$ cat src/rtl/mem_pkg.sv
// rtl/mem_pkg.sv - shared funct3, state and fault-code definitions for the MEM-stage load/store unit
package mem_pkg;

  localparam logic [2:0] F3_B  = 3'b000;
  localparam logic [2:0] F3_H  = 3'b001;
  localparam logic [2:0] F3_W  = 3'b010;
  localparam logic [2:0] F3_BU = 3'b100;
  localparam logic [2:0] F3_HU = 3'b101;

  typedef enum logic [1:0] {
    IDLE = 2'b00,
    BUSY = 2'b01,
    DONE = 2'b10
  } state_t;

  typedef enum logic [1:0] {
    FLT_NONE  = 2'b00,
    FLT_MISAL = 2'b01,
    FLT_TMO   = 2'b10,
    FLT_ILL   = 2'b11
  } fault_t;

endpackage

$ cat src/rtl/store_align.sv
// rtl/store_align.sv - byte enables, lane-replicated store data and legality check for one access
module store_align
  import mem_pkg::*;
(
  input  logic        is_load,
  input  logic [2:0]  funct3,
  input  logic [1:0]  offset,
  input  logic [31:0] data,
  output logic [3:0]  be,
  output logic [31:0] wdata,
  output logic        misaligned,
  output logic        illegal
);

  always_comb begin
    be         = 4'b1111;
    wdata      = data;
    misaligned = 1'b0;
    illegal    = 1'b0;
    case (funct3)
      F3_B: begin
        be    = 4'b0001 << offset;
        wdata = {4{data[7:0]}};
      end
      F3_H: begin
        be         = 4'b0011 << offset;
        wdata      = {2{data[15:0]}};
        misaligned = offset[0];
      end
      F3_W:  misaligned = (offset != 2'b00);
      F3_BU: illegal = !is_load;
      F3_HU: begin
        illegal    = !is_load;
        misaligned = offset[0];
      end
      default: illegal = 1'b1;
    endcase
    // Loads always fetch the full word; lane selection happens on the way back.
    if (is_load) be = 4'b1111;
  end

endmodule

$ cat src/rtl/mem_access_unit.sv
// rtl/mem_access_unit.sv - MEM-stage load/store unit with req/ack data-memory handshake and timeout
module mem_access_unit
  import mem_pkg::*;
#(
  parameter int TIMEOUT = 16,
  parameter int CNT_W   = 5
) (
  input  logic        clk,
  input  logic        rst_n,
  input  logic        ex_valid,
  input  logic        ex_memRead,
  input  logic        ex_memWrite,
  input  logic [2:0]  ex_funct3,
  input  logic [31:0] ex_addr,
  input  logic [31:0] ex_storeData,
  output logic        dmem_req,
  output logic        dmem_we,
  output logic [31:0] dmem_addr,
  output logic [3:0]  dmem_be,
  output logic [31:0] dmem_wdata,
  input  logic        dmem_ack,
  input  logic [31:0] dmem_rdata,
  output logic        lsu_stall,
  output logic        load_valid,
  output logic [31:0] load_data,
  output logic [2:0]  load_sel,
  output logic        lsu_fault,
  output logic [1:0]  fault_code
);

  localparam logic [CNT_W-1:0] TMO_LAST = CNT_W'((TIMEOUT > 0) ? TIMEOUT - 1 : 0);
  localparam bit               TMO_EN   = (TIMEOUT != 0);

  state_t           state, state_next;
  fault_t           fault_next;
  logic [CNT_W-1:0] cnt;
  logic [1:0]       offset;
  logic             is_read;
  logic             req_valid;
  logic             stall_comb;
  logic             capture, finish_ok, finish_tmo, report_fault;
  logic [3:0]       sa_be;
  logic [31:0]      sa_wdata;
  logic             sa_misal, sa_ill;

  assign req_valid = ex_valid & (ex_memRead | ex_memWrite);
  // Stall is the only combinational output; reset must still force it low.
  assign lsu_stall = rst_n & stall_comb;

  store_align u_store_align (
    .is_load    (ex_memRead),
    .funct3     (ex_funct3),
    .offset     (ex_addr[1:0]),
    .data       (ex_storeData),
    .be         (sa_be),
    .wdata      (sa_wdata),
    .misaligned (sa_misal),
    .illegal    (sa_ill)
  );

  always_ff @(posedge clk or negedge rst_n) begin
    if (!rst_n) state <= IDLE;
    else        state <= state_next;
  end

  always_comb begin
    state_next   = state;
    stall_comb   = 1'b0;
    capture      = 1'b0;
    finish_ok    = 1'b0;
    finish_tmo   = 1'b0;
    report_fault = 1'b0;
    fault_next   = FLT_NONE;
    case (state)
      IDLE: begin
        if (req_valid) begin
          stall_comb = 1'b1;
          state_next = DONE;
          if (sa_ill) begin
            fault_next   = FLT_ILL;
            report_fault = 1'b1;
          end else if (sa_misal) begin
            fault_next   = FLT_MISAL;
            report_fault = 1'b1;
          end else begin
            capture    = 1'b1;
            state_next = BUSY;
          end
        end
      end
      BUSY: begin
        stall_comb = 1'b1;
        if (dmem_ack) begin
          finish_ok  = 1'b1;
          state_next = DONE;
        end else if (TMO_EN && (cnt == TMO_LAST)) begin
          finish_tmo   = 1'b1;
          fault_next   = FLT_TMO;
          report_fault = 1'b1;
          state_next   = DONE;
        end
      end
      DONE:    state_next = IDLE;
      default: state_next = IDLE;
    endcase
  end

  always_ff @(posedge clk or negedge rst_n) begin
    if (!rst_n) begin
      cnt        <= '0;
      offset     <= 2'b00;
      is_read    <= 1'b0;
      dmem_req   <= 1'b0;
      dmem_we    <= 1'b0;
      dmem_addr  <= '0;
      dmem_be    <= '0;
      dmem_wdata <= '0;
      load_valid <= 1'b0;
      load_data  <= '0;
      load_sel   <= '0;
      lsu_fault  <= 1'b0;
      fault_code <= FLT_NONE;
    end else begin
      load_valid <= 1'b0;
      lsu_fault  <= 1'b0;
      fault_code <= FLT_NONE;
      cnt        <= (state == BUSY) ? cnt + CNT_W'(1) : '0;
      if (capture) begin
        dmem_req   <= 1'b1;
        dmem_we    <= ~ex_memRead;
        dmem_addr  <= {ex_addr[31:2], 2'b00};
        dmem_be    <= sa_be;
        dmem_wdata <= ex_memRead ? 32'h0 : sa_wdata;
        load_sel   <= ex_funct3;
        offset     <= ex_addr[1:0];
        is_read    <= ex_memRead;
      end
      if (finish_ok) begin
        dmem_req   <= 1'b0;
        load_valid <= is_read;
        load_data  <= is_read ? (dmem_rdata >> {offset, 3'b000}) : 32'h0;
      end
      if (finish_tmo) begin
        dmem_req  <= 1'b0;
        load_data <= '0;
      end
      if (report_fault) begin
        lsu_fault  <= 1'b1;
        fault_code <= fault_next;
      end
    end
  end

endmodule

$ cat config.mk
export PLATFORM = sky130hd
export DESIGN_NAME = mem_access_unit
export DESIGN_NICKNAME = d
export VERILOG_FILES = /design/src/rtl/mem_pkg.sv /design/src/rtl/store_align.sv /design/src/rtl/mem_access_unit.sv
export SDC_FILE = /design/constraint.sdc
export NUM_CORES = 1
export LEC_CHECK = 0
export ABC_AREA = 0
export CORE_MARGIN = 4
export CORE_UTILIZATION = 48
export CTS_CLUSTER_SIZE = 24
export DETAILED_ROUTE_END_ITERATION = 8
export PLACE_DENSITY = 0.93
export SLEW_MARGIN = 10
export SYNTH_ARGS = -nofsm -noshare
export SYNTH_HDL_FRONTEND = slang
export SYNTH_HIERARCHICAL = 1
export SYNTH_SLANG_ARGS = --single-unit
$ cat constraint.sdc
create_clock -name clk -period 2.9 [get_ports clk]
set_input_delay 0.87 -clock clk [delete_from_list [all_inputs] [get_ports clk]]
set_output_delay 0.87 -clock clk [all_outputs]
set_load 0.05 [all_outputs]
# Word-level counts from Yosys, hierarchy flattened
# Cells that the tools add are included.
[op_classes]
eq_ne = 8
n_bitwise = 4
div_mod_pow = 0
add_sub_neg = 1
mux = 43
n_reduce_logical = 10
magnitude_cmp = 0
shifts = 3
n_mul = 0
[ops]
columns = ["op", "count"]
rows = [
  ["2-to-1 mux 32 bit", 4],
  ["one-hot mux 32 bit (2 select lines)", 1],
  [">> shifter 32 x 5 -> 32 bit", 1],
  ["2-to-1 mux 2 bit", 10],
  ["2-to-1 mux 1 bit", 19],
  ["one-hot mux 1 bit (2 select lines)", 4],
  ["one-hot mux 2 bit (2 select lines)", 2],
  ["one-hot mux 4 bit (2 select lines)", 1],
  ["== test 3 bit (second input constant)", 2],
  ["adder 5 x 1 -> 5 bit (second input constant)", 1],
  ["== test 5 x 4 -> 1 bit (second input constant)", 1],
  ["2-to-1 mux 5 bit", 1],
  ["2-to-1 mux 4 bit", 1],
  ["nonzero test 2 bit", 2],
  ["OR reduction 2 bit", 2],
  ["left shift 1 x 2 -> 4 bit (first input constant)", 1],
  ["left shift 2 x 2 -> 4 bit (first input constant)", 1],
  ["== test 3 x 1 -> 1 bit (second input constant)", 1],
  ["== test 3 x 2 -> 1 bit (second input constant)", 1],
  ["zero test 3 bit", 1],
  ["inequality test 3 bit (second input constant)", 1],
  ["nonzero test 3 bit", 1],
  ["OR reduction 3 bit", 1],
  ["bitwise AND 1 bit", 2],
  ["other kinds (7)", 7],
]
[totals]
regBits = 117
ramBits = 0
in_bits = 105
n_memories = 0
output_inout_bits = 110
elab_cells = 83
mem_bits_ro = 0
latchBits = 0

# Logic depth before layout (Yosys ltp)
# Gate-level depths: netlist of run 1.
[depth]
word_depth = 10
mapped_depth = 9

# Hierarchy
# Netlist of run 1, hierarchy kept.
[by_module_without_submodules]
columns = ["module", "cells_each", "instances", "area_each_um2", "seq_area_each_um2"]
rows = [
  ["mem_access_unit", 347, 1, 5213.8, 2927.8],
  ["store_align", 72, 1, 556.8, 0.0],
]

# Least setup slack after synthesis of run 1
# Ideal clock, no wire load.
[synth_timing]
path_kind = "input port to output port"
from = "input ex_memWrite"
to = "output lsu_stall"
t_arrival_ns = 2.206
path_buffers = 0
t_required_ns = 2.030
slack_ns = -0.176
cell_stages = 3
path_cell_list = "o21ai_2 nor2b_1 nor3b_1"
[synth_between]
elab_chain_len = 5
[synth_rtl]
columns = ["element", "line", "source"]
rows = [
  ["start: declaration", "mem_access_unit.sv:12", "input logic ex_memWrite,"],
  ["OR 1 bit", "mem_access_unit.sv:46", "assign req_valid = ex_valid & (ex_memRead | ex_memWrite);"],
  ["bitwise AND 1 bit", "mem_access_unit.sv:46", ""],
  ["2-to-1 mux 1 bit", "mem_access_unit.sv:76", "if (req_valid) begin"],
  ["one-hot mux 1 bit (2 select lines)", "mem_access_unit.sv:74", "case (state)"],
  ["bitwise AND 1 bit", "mem_access_unit.sv:48", "assign lsu_stall = rst_n & stall_comb;"],
  ["end: declaration", "mem_access_unit.sv:23", "output logic lsu_stall,"],
]
# No other way between the ends.

# Worst setup path in the final report of run 1
# Same ends and word-level chain as after synthesis.

==> run metrics, run 1 <==
final setup vio count=0; core area=11610 um^2; max cap viols=0; CP Data Required Time=2030 ps; Cells after Synth=419; H-Tree Depth=4; Post-Route WL=16.41 mm; clock root buffer=clkbuf_16; GR Util All Layers=roughly a quarter; Setup Fix Bufs, Post-CTS=0; Rel. slew slack=37.45%; Final #Nets=between 700 and 800; DRC errors left=0; final setup skew=7.990 ps; clock slew at reported path FFs=50 ps; Final Non-Filler Cells=around 800; final hold vios=0; first-pass detailed-route iteration total=5; sequential share of the synthesized area=slightly above 50%; run status=complete, no violations; CTS Buf Count=17; fin crit period=approximately 2800 ps; CP bufs+invs=2; row cnt=39; Slowest-stage cell, CP=clkdlybuf4s50_1; final period utilization=between 90% and 100%; DR iter-0 viols=just over 400; Synth Flop Type=dfrtp_1; Async S/R FF share, synth=between 90% and 100%; Crit path max-delay family=buffers and inverters; num ports=~220; max incr delay on CP=~470 ps; Static Leak=a little under 0.004 uW; antenna diode count=0; worst min path class=reg -> reg; Mapped Area=between 5000 and 6000 um^2; CTS tree=yes; Post-Place Cells=~760; vias per cell=between 5 and 6; Die Ht=117.6 um; pwr/cell area=roughly 1000 nW/um^2; Yosys reg bits=117; Worst Path Class, Setup=in -> out; layout cell share with drive strength beyond 1=~25%; Max Buffers Root-to-Sink=2; die width=~120 um; routed vias=~4400; Worst Tran Pin Value=about 940 ps; f_max=around 350 MHz; Layout area overhead=50.07%; Syn Area/Cell=13.77 um^2; worst skew pair latency=about 410 ps; critical-path cell list=clkdlybuf4s50_1, o21ai_2, nor2b_4, nor3b_4, clkbuf_16; die area=~14000 um^2; port buffer count=212; crit path max fanout=2; library cells used by synthesis=44; CP Launch Type=input port; endpoint arrival time on the critical path=roughly 2000 ps; post-layout utilization of the core=around three quarters; worst vdd ir=between 0.6 and 0.7 mV; Initial Util=a little under 50%; nature of the critical path endpoint=output pin; antenna violations before repair=0; Post-DP HPWL=11.80 mm; vias in the first global route=4810; global-route wire length before repair=about 26 mm; Antenna Violating Nets Remaining=0; Max Slew Vio Count=0; Routed wire per std cell=roughly 21 um; RSZ-0062 raised after global routing=no; Clock Sinks=~120; largest net degree at the start of global routing=65; Hold Buf Count CTS=0; Yosys warnings=6; routability cong.=about 0.83; grt ovf=0; EDFF count, synth=0
==> Yosys cell counts, drive strengths merged (5+ instances only) <==
cell type,number,share of area [%]
mux2i,17,2.9
inv,5,0.33
dfrtp,117,51
o21ai,23,2.1
nor2b,35,3.8
mux4,8,3.1
clkbuf,13,0.85
o2bb2ai,7,1.1
nor2,8,0.52
mux2,96,22
buf,26,3.6
a22o,33,5.0
==> final timing paths <==
path	cells after the start	slack [ps]	endpoint	startpoint
min	1	490	cnt[0]	cnt[0]
max reg2reg	3	940	load_data[14]	offset[1]
max	5	60	lsu_stall	ex_memWrite
min in group asynchronous	2	670	dmem_wdata[22]	rst_n
max in group asynchronous	3	990	dmem_addr[6]	rst_n
min reg2reg	1	490	cnt[0]	cnt[0]
==> layout by cell type (no fill, tap or decap), types with 2 or more instances in the layout <==
cell type	n
a22o_1	33
buf_12	5
buf_4	22
bufinv_16	2
clkbuf_1	3
clkbuf_16	18
clkbuf_8	2
clkdlybuf4s50_1	208
clkinv_2	4
conb_1	2
dfrtp_1	117
ha_1	2
inv_1	5
mux2_2	47
mux2_4	49
mux2i_1	17
mux4_2	8
nand2_1	3
nand2b_1	3
nor2_1	8
nor2b_1	34
nor3_1	2
o21ai_0	21
o21ai_2	2
o2bb2ai_1	7
==> layout make-up <==
| class | instances | area, um^2 |
|---|---|---|
| multi-input combinational | 259 | 2596 |
| timing repair buffer | 238 | 2394 |
| sequential | 117 | 2928 |
| tap | 143 | 178.9 |
| clock inverter | 6 | 80.08 |
| fill | 727 | 2954 |
| clock buffer | 22 | 464.2 |
| inverter | 5 | 18.77 |
==> power by group <==
group,total (uW),internal [uW],switching (uW)
clock,1960,1280,679
sequential,2600,2180,419
combinational,4350,1770,2580
==> through the flow <==
step / TNS [ps] / setup WS, ps / hold WS, ps / total power [uW] / instance area (um^2)
CTS: 0 / 0.8105 / 491.1 / 8967 / 8638
finish: 0 / 60.65 / 485.4 / 8910 / 8660
global route: 0 / 35.30 / 510.6 / 9236 / 8660
floorplan: 0 / 128.4 / 433.1 / 5393 / 5779
global placement: -1845 / -46.97 / 447.6 / 6843 / 8095
detailed placement: -7737 / -154.5 / 457.8 / 6948 / 8095
==> metal layers <==
layer | wire (um) | GRT usage [%] | up-vias | part of all wire (%)
met1 | 6546 | 28.79 | 2165 | 40
met4 | 333 | 9.084 | 0 | 2.0
met5 | 0 | 0 | - | 0
li1 | - | - | 1944 | -
met3 | 1502 | 9.130 | 34 | 9.2
met2 | 8027 | 39.31 | 244 | 49
==> state kept, by name (all words and copies together) (netlist names) <==
name and cells:
fault_code 2, is_read 1, dmem_req 1, offset 2, cnt 5, dmem_wdata 32, load_sel 3, load_valid 1
load_data 32, dmem_addr 30, dmem_be 4, lsu_fault 1, state 2, dmem_we 1
==> logic make-up after synthesis <==
logic type                 after synthesis  synth area share [%]
buffers and inverters                   44                 4.727
DFF                                    117                 50.74
xor gates and xnor gates                 2                0.3036
and+or+nand+nor                         63                 6.830
adders and majority gates                2                0.4336
AOI/OAI and AO/OA                       69                 8.912
muxes                                  121                 27.99
other                                    1               0.06499
==> repair_timing <==
action	4_1_cts	5_1_grt
setup endpoints to repair	1	1
pin swaps	1	2
resized for setup	1	5
(Power assumes the default switching activity.)
==> inputs of run 2 (changes only) <==
CTS_CLUSTER_SIZE = 30   (was 24)
==> results of run 2 <==
Final layout, timing and power as in run 1 (identical DEF).
